<file path="config.mk">
export PLATFORM = sky130hd
export DESIGN_NAME = ucsbece154a_mem_responder
export DESIGN_NICKNAME = d
export VERILOG_FILES = /design/src/rtl/ucsbece154a_mem_responder_pkg.sv /design/src/rtl/ucsbece154a_ram_sp.sv /design/src/rtl/ucsbece154a_mem_responder.sv
export SDC_FILE = /design/constraint.sdc
export NUM_CORES = 2
export LEC_CHECK = 0
export CAP_MARGIN = 20
export CORE_MARGIN = 4
export CORE_UTILIZATION = 45
export DETAILED_ROUTE_END_ITERATION = 6
export REMOVE_ABC_BUFFERS = 1
export SLEW_MARGIN = 10
export SYNTH_ARGS = -nofsm -noshare
export SYNTH_HDL_FRONTEND = slang
export SYNTH_SLANG_ARGS = --single-unit
</file>
<file path="constraint.sdc">
create_clock -name clk -period 5.5 [get_ports clk]
set_input_delay 0.55 -clock clk [delete_from_list [all_inputs] [get_ports clk]]
set_output_delay 0.55 -clock clk [all_outputs]
set_load 0.05 [all_outputs]
</file>
<file path="src/rtl/ucsbece154a_mem_responder_pkg.sv">
// Shared types and constants for the memory responder.
// State encodings follow the defines used by the multicycle datapath.
package ucsbece154a_mem_responder_pkg;

  typedef enum logic [1:0] {
    mresp_idle = 2'b00,
    mresp_wait = 2'b01,
    mresp_resp = 2'b10
  } mresp_state_t;

  localparam logic [31:0] MRESP_ERR_DATA = 32'h0000_0000;

  // Misaligned or beyond the last word of the backing store.
  function automatic logic mresp_addr_err(input logic [31:0] addr, input logic [29:0] depth);
    return (addr[1:0] != 2'b00) || (addr[31:2] >= depth);
  endfunction

endpackage

</file>
<file path="src/rtl/ucsbece154a_ram_sp.sv">
// Single-port word RAM: byte-enabled synchronous write, registered read.
// Read data holds its value until the next read enable.
module ucsbece154a_ram_sp #(
  parameter int DEPTH_WORDS = 64,
  parameter int AW          = $clog2(DEPTH_WORDS)
) (
  input  logic          clk,
  input  logic          re,
  input  logic [3:0]    we,
  input  logic [AW-1:0] addr,
  input  logic [31:0]   wdata,
  output logic [31:0]   rdata
);

  logic [31:0] mem [DEPTH_WORDS];

  always_ff @(posedge clk) begin
    for (int k = 0; k < 4; k++) begin
      if (we[k]) mem[addr][8*k +: 8] <= wdata[8*k +: 8];
    end
    if (re) rdata <= mem[addr];
  end

endmodule

</file>
<file path="src/rtl/ucsbece154a_mem_responder.sv">
// Memory-side responder: one request at a time, serviced from a local RAM
// after LATENCY wait cycles, answered through a valid/ready response port.
//
// state      | meaning
// mresp_idle | ready for a request; accepting latches it
// mresp_wait | counting down the inserted latency
// mresp_resp | response held until the consumer takes it
module ucsbece154a_mem_responder
  import ucsbece154a_mem_responder_pkg::*;
#(
  parameter int DEPTH_WORDS = 64,
  parameter int LATENCY     = 2
) (
  input  logic        clk,
  input  logic        reset,
  input  logic        req_valid_i,
  output logic        req_ready_o,
  input  logic        req_we_i,
  input  logic [31:0] req_addr_i,
  input  logic [31:0] req_wdata_i,
  input  logic [3:0]  req_be_i,
  output logic        resp_valid_o,
  input  logic        resp_ready_i,
  output logic [31:0] resp_rdata_o,
  output logic        resp_err_o
);

  localparam int          AW    = $clog2(DEPTH_WORDS);
  localparam logic [3:0]  LAT   = 4'(LATENCY);
  localparam logic [29:0] DEPTH = 30'(DEPTH_WORDS);

  mresp_state_t state, state_n;
  logic [3:0]   cnt;
  logic         we_q;
  logic [31:0]  addr_q;
  logic [31:0]  wdata_q;
  logic [3:0]   be_q;
  logic         rd_q;
  logic         err_q;

  logic         accept;
  logic         acc_now;
  logic         acc_we;
  logic [31:0]  acc_addr;
  logic [31:0]  acc_wdata;
  logic [3:0]   acc_be;
  logic         acc_err;
  logic         ram_re;
  logic [3:0]   ram_we;
  logic [31:0]  ram_rdata;

  assign accept = (state == mresp_idle) && req_valid_i;

  // With no latency the access happens on the accept edge, so it must use
  // the live request rather than the latched copy.
  always_comb begin
    acc_now   = (state == mresp_wait) && (cnt == 4'd1);
    acc_we    = we_q;
    acc_addr  = addr_q;
    acc_wdata = wdata_q;
    acc_be    = be_q;
    if (LAT == 4'd0) begin
      acc_now   = accept;
      acc_we    = req_we_i;
      acc_addr  = req_addr_i;
      acc_wdata = req_wdata_i;
      acc_be    = req_be_i;
    end
  end

  assign acc_err = mresp_addr_err(acc_addr, DEPTH);
  assign ram_re  = acc_now && !acc_we && !acc_err;
  assign ram_we  = (acc_now && acc_we && !acc_err) ? acc_be : 4'b0000;

  ucsbece154a_ram_sp #(
    .DEPTH_WORDS(DEPTH_WORDS),
    .AW         (AW)
  ) u_ram (
    .clk  (clk),
    .re   (ram_re),
    .we   (ram_we),
    .addr (acc_addr[AW+1:2]),
    .wdata(acc_wdata),
    .rdata(ram_rdata)
  );

  always_ff @(posedge clk or negedge reset) begin
    if (!reset) state <= mresp_idle;
    else        state <= state_n;
  end

  always_comb begin
    state_n = state;
    case (state)
      mresp_idle: if (req_valid_i) state_n = (LAT == 4'd0) ? mresp_resp : mresp_wait;
      mresp_wait: if (cnt == 4'd1) state_n = mresp_resp;
      mresp_resp: if (resp_ready_i) state_n = mresp_idle;
      default:    state_n = mresp_idle;
    endcase
  end

  always_comb begin
    req_ready_o  = (state == mresp_idle);
    resp_valid_o = (state == mresp_resp);
    resp_err_o   = (state == mresp_resp) && err_q;
    resp_rdata_o = MRESP_ERR_DATA;
    if ((state == mresp_resp) && rd_q) resp_rdata_o = ram_rdata;
  end

  always_ff @(posedge clk or negedge reset) begin
    if (!reset) begin
      cnt     <= 4'd0;
      we_q    <= 1'b0;
      addr_q  <= 32'd0;
      wdata_q <= 32'd0;
      be_q    <= 4'd0;
      rd_q    <= 1'b0;
      err_q   <= 1'b0;
    end else begin
      if (accept) begin
        cnt     <= LAT;
        we_q    <= req_we_i;
        addr_q  <= req_addr_i;
        wdata_q <= req_wdata_i;
        be_q    <= req_be_i;
      end else if (state == mresp_wait) begin
        cnt <= cnt - 4'd1;
      end
      if (acc_now) begin
        rd_q  <= !acc_we && !acc_err;
        err_q <= acc_err;
      end
    end
  end

endmodule

</file>
After elaboration in Yosys (flattened, before gate mapping)
Memories as Yosys holds them, arrays and structs flattened. A register that Yosys moved wholly into a read port is not among the register bits. Cells that the tools add are included. W data, S select, Z words.

Add/subtract/negate cells: 1. Multiply operators: 0. Divide/modulo/power cells: 0. Magnitude comparators: 1. Eq/ne operators: 6. Shifts and indexed selects: 0. Mux-type cells: 16. Bitwise logic cells: 0. Reductions and logical operators: 16.

Operators by type and width (number): $mux W32 (1); $ge A30 B7 Y1 const B (1); $mux W4 (3); $logic_and A1 B1 Y1 (9); $mux W1 (8); $mux W2 (3); $pmux W2 S3 (1); $eq A4 B1 Y1 const B (1); $ne A2 B2 Y1 const B (2); $reduce_bool A2 Y1 (2); $sub A4 B1 Y4 const B (1); $reduce_and A3 Y1 (1); $eq A2 B1 Y1 const B (1); $eq A2 B2 Y1 const B (1); $logic_not A1 Y1 (2); $logic_not A2 Y1 (1); $ne A2 B1 Y1 const B (1); $logic_or A1 B1 Y1 (1).

Register bits: 77. Latch bits: 0. RAM bits: 2048. Memory bits (read-only): 0. Bits of input ports: 73. Output and inout port bits: 35. Logic and storage cells: 49. Memories: 1.

Memories: u_ram.mem (words 64, width 32, rd ports 1, clocked after Yosys merged registers in 1, wr ports 1, line ucsbece154a_ram_sp.sv:15) `logic [31:0] mem [DEPTH_WORDS];`.

Longest topological paths before layout
Depth after elaboration: 7. Depth in mapped cells: 11. Depth with buffers taken out: 8.

Hierarchy
From an unflattened synthesis, not the netlist that was laid out.

Cell total of the unflattened synthesis: 4722. Area total of the unflattened synthesis: 82833.2 um2.

Modules (own cells, without submodules): ucsbece154a_ram_sp (times used 1, cells an instance 4481, area an instance 79319.8 um2, sequential area each 62459.9 um2); ucsbece154a_mem_responder (times used 1, cells an instance 241, area an instance 3513.4 um2, sequential area each 1926.8 um2).

Worst setup path before layout
Ideal clock, no wire load.

Path kind: reg-to-reg. Start point: register cnt[1]. End point: register u_ram.rdata[0], read port of u_ram.mem, enable pin. Setup time: 0.505 ns. Arrival: 4.213 ns. Setup slack: 0.782 ns. Stages on the path, launching flop included: 6. Path buffers: 0. Period minus slack after synthesis: 4.718 ns. Cells stage by stage: dfrtp_1 > inv_1 > ha_1 > nor3b_1 > nand2_1 > nor4_1.

Longest elaborated chain between the ends: 4.

RTL lines: from (decl) (line ucsbece154a_mem_responder.sv:33) `logic [3:0] cnt;`; from (signal assigned) (line ucsbece154a_mem_responder.sv:127) `cnt <= cnt - 4'd1;`; $eq A4 B1 Y1 (line ucsbece154a_mem_responder.sv:57) `acc_now = (state == mresp_wait) && (cnt == 4'd1);`; $logic_and A1 B1 Y1 (line ucsbece154a_mem_responder.sv:57); $logic_and A1 B1 Y1 (2 in series) (line ucsbece154a_mem_responder.sv:72) `assign ram_re = acc_now && !acc_we && !acc_err;`; via ram_re (line ucsbece154a_mem_responder.sv:48) `logic ram_re;`; to (decl) (line ucsbece154a_ram_sp.sv:12) `output logic [31:0] rdata`.

The timed path passes the listed nets, and every way through them passes these cells. A chain may end at the register's enable or synchronous reset.

Final worst setup path
Start point: register cnt[1]. End point: memory u_ram.mem[10][23], enable pin.

Longest elaborated chain between the ends: 7.

RTL lines: $eq A4 B1 Y1 (line ucsbece154a_mem_responder.sv:57); $logic_and A1 B1 Y1 (line ucsbece154a_mem_responder.sv:57); $logic_and A1 B1 Y1 (2 in series) (line ucsbece154a_mem_responder.sv:73) `assign ram_we = (acc_now && acc_we && !acc_err) ? acc_be : 4'b0000;`; $mux W4 (line ucsbece154a_mem_responder.sv:73); $mux W1 (line ucsbece154a_ram_sp.sv:19) `if (we[k]) mem[addr][8*k +: 8] <= wdata[8*k +: 8];`; $mux W1 (implied by the code) (line ucsbece154a_ram_sp.sv:19); to (decl) (line ucsbece154a_ram_sp.sv:15).

No other way between the ends.

==> run metrics <==
status=finished, final reports clean; measured slew at the worst slew-check pin=1.170 ns; largest net degree at the start of global routing=~120; die extent in x=approximately 440 um; CP startpoint kind=flip-flop; Rows=157; Fill cells=14840; initial antenna violation count=9; Yosys Warn Count=0; Max Cap Viol=0; crit path time final=roughly 4.3 ns; Initial DRT Pass Iterations=7; CTS root buf=clkbuf_16; Clock Latency Late Sink=just under 0.9 ns; setup tns final=0 ns; Post-synth EDFFs=2080; share of the synthesized area in the top cell type=0.7494; critical path, cell by cell=inv_1 > ha_1 > nor3b_1 > nand2_1 > nor3_1 > and2_1 > nand2_2 > nor2_1; vias=around 49000; CP Class=reg2reg; crit path from=cnt[1]; Pwr Total=slightly above 50 mW; DP HPWL=158.3 mm; Top delay family on crit path=simple AND/OR/NAND/NOR gates; CTS Buffer Depth=3; # DRC=0; worst min path class=in2async; gp weighted congestion=between 0.8 and 0.9; Buf+Inv Stages, Crit Path=1; die outline area=about 190000 sq um; P per Cell Area=541.2 nW/um^2; CP peak stage delay=1.09 ns; CTS tree=yes; Final Max Tran Viols=0; Hold Vio Cnt, Final=0; max frequency=around 230 MHz; Hold WS=0.2003 ns; GRT Total Usage=0.2640; RR Startpoint=cnt[1]; Vias per Instance=around 6.4; PnR worst setup slack=roughly 1.2 ns; CTS sink cnt=between 2000 and 2500; Placeable Area=roughly 180000 sq um; cts repair resizes=0; leak pwr=about 30 nW; Die Ht=438.4 um; busiest grt layer=met2; Layout Nets=5162; dpl cell area=approximately 88000 sq um; Initial Util=0.4538; synth-to-layout area growth=13.22%; setup violators final=0; DR iter-0 viols=~6800; Synth area leaders=edfxtp_1, a221oi_1, mux4_2; maximum VDD drop=between 0.5 and 0.6 mV; Synth area leader=edfxtp_1; CP Capture Type=flip-flop; WP data arrival=4.72 ns; met1 Use GR=0.3647; final WL=257.7 mm; unrepaired setup endpoints after global routing=no; Max transition margin=0.2174; Port Buffers=107; pre-CTS setup slack=around 1.4 ns; Seq/Total Area, Yosys=0.7726; TritonCTS buffer count=between 200 and 250; Worst Clk Skew=~0.042 ns; CP required=~6 ns; ys async rst share=0.03570; first-pass GRT wire length=363.2 mm; Clk pin slew, worst setup/hold paths=~0.06 ns; total grt overflow=0; Worst Path Max Fanout=22; Gate Count Post-Synth=slightly below 5000; main flop type after synthesis=edfxtp_1; final instance area=approximately 94000 sq um; Avg Inst Size Synth=~17 sq um; WL per Instance=~33 um; H-tree level count=4; Mapped Area=approximately 83000 sq um; Period Utilization, post-route=0.7749; Seq cells post-synth=2157; M3 GR Usage=0.06757; Worst path slowest cell=nor2_1; Routed Antenna Nets=0; Ports=about 110; vias in the first global route=roughly 48000; layout cells sized above 1=0.1560; synth unique cells=56; met2 Track Usage GR=0.3932
registers in the layout (all words and copies together) (netlist names):
signal	cells
acc_wdata	32
rd_q	1
acc_addr	32
u_ram.mem	2048
u_ram.rdata	32
err_q	1
cnt	4
state	2
acc_be	4
acc_we	1
cell usage in the layout (no fill, tap or decap), drive strengths merged, types with 3 or more instances in the layout:
| cell | n |
|---|---|
| or2 | 3 |
| nand4 | 15 |
| mux4 | 89 |
| o311a | 13 |
| nand2 | 423 |
| inv | 15 |
| a31oi | 30 |
| mux2 | 174 |
| dfrtp | 77 |
| a22oi | 172 |
| and3 | 35 |
| clkbuf | 279 |
| o21ai | 87 |
| diode | 8 |
| or4b | 14 |
| clkinv | 81 |
| nor4 | 7 |
| a21oi | 89 |
| buf | 197 |
| o211ai | 29 |
| a221oi | 413 |
| o21a | 13 |
| a22o | 42 |
| mux2i | 107 |
| o22ai | 81 |
| and2 | 20 |
| nor3 | 7 |
| nor2b | 8 |
| bufinv | 13 |
| o221ai | 45 |
| edfxtp | 2080 |
| o22a | 42 |
| o311ai | 16 |
| nand3 | 10 |
| clkdlybuf4s50 | 106 |
| nor2 | 403 |
logic make-up after synthesis:
logic type	synth area share
mux	0.06041
flops	0.7726
buf+inv	0.02010
simple gates	0.04731
fa+ha+maj	0.0003002
compound gates	0.09931
report_power, final:
part           total, mW  internal [mW]  switching (mW)
Clock               14.1           7.90            6.17
Combinational       15.1           4.47            10.6
Sequential          21.9           20.5            1.40
Total               51.1           32.9            18.2
layout make-up:
type,count,area (sq um),share of cell area
Clock inverter,103,895.9,0.009494
Timing Repair Buffer,304,2690,0.02851
Tap cell,2464,3083,0.03267
Clock buffer,279,5720,0.06062
Inverter,8,42.54,0.0004508
Multi-Input combinational cell,2406,17440,0.1849
Antenna cell,8,20.02,0.0002122
Sequential cell,2157,64470,0.6832
cells in the mapped netlist (3+ instances only):
cell      count
o211ai_1     29
o221ai_1     45
a21oi_1      89
or4b_1       14
nor3_1        7
inv_1         6
buf_2        94
a22o_1       42
edfxtp_1   2080
nand2_1     423
buf_4        11
mux2i_1     107
o22a_1       42
o21ai_0      87
buf_1        45
nor4_1        7
dfrtp_1      77
a22oi_1     172
nand3_1      10
clkbuf_1    209
o311ai_1     15
buf_6        11
mux2_2      174
and3_1       35
nor2b_1       8
o311a_1      13
or2_2         3
o22ai_1      81
nand4_1      15
mux4_2       89
nor2_1      401
a221oi_1    413
a31oi_1      30
and2_1       19
o21a_1       13
per-stage QoR:
step / std cells / utilization
final: 7729 / 0.5138
after floorplan: 4571 / -
after CTS: 7717 / 0.5134
after detailed placement: 7334 / 0.4773
after global routing: 7721 / 0.5136
after global placement: 7333 / 0.4772
worst paths after layout:
kind | to | slack [ns] | cells past startpoint
min reg2reg | acc_addr[10] | 0.47 | 2
min in group clk | acc_addr[20] | 0.22 | 3
max in group asynchronous | acc_wdata[1] | 3.93 | 3
min | acc_addr[31] | 0.20 | 2
max reg2reg | u_ram.mem[10][23] | 1.24 | 8
max | u_ram.mem[10][23] | 1.24 | 8
metal layers:
metal | up-vias | wire length, um
li1 | 20290 | -
met1 | 25560 | 103100
met2 | 2879 | 114700
met3 | 513 | 26050
met4 | 10 | 13650
met5 | - | 153
timing repair:
| item | in CTS | in global routing |
|---|---|---|
| endpoints found under the hold margin | 36 | 0 |
| setup buffers | 0 | 0 |
| hold buffers | 1 | 0 |
| setup endpoints to repair | 0 | 0 |
Power figures use the tool's default switching activity.
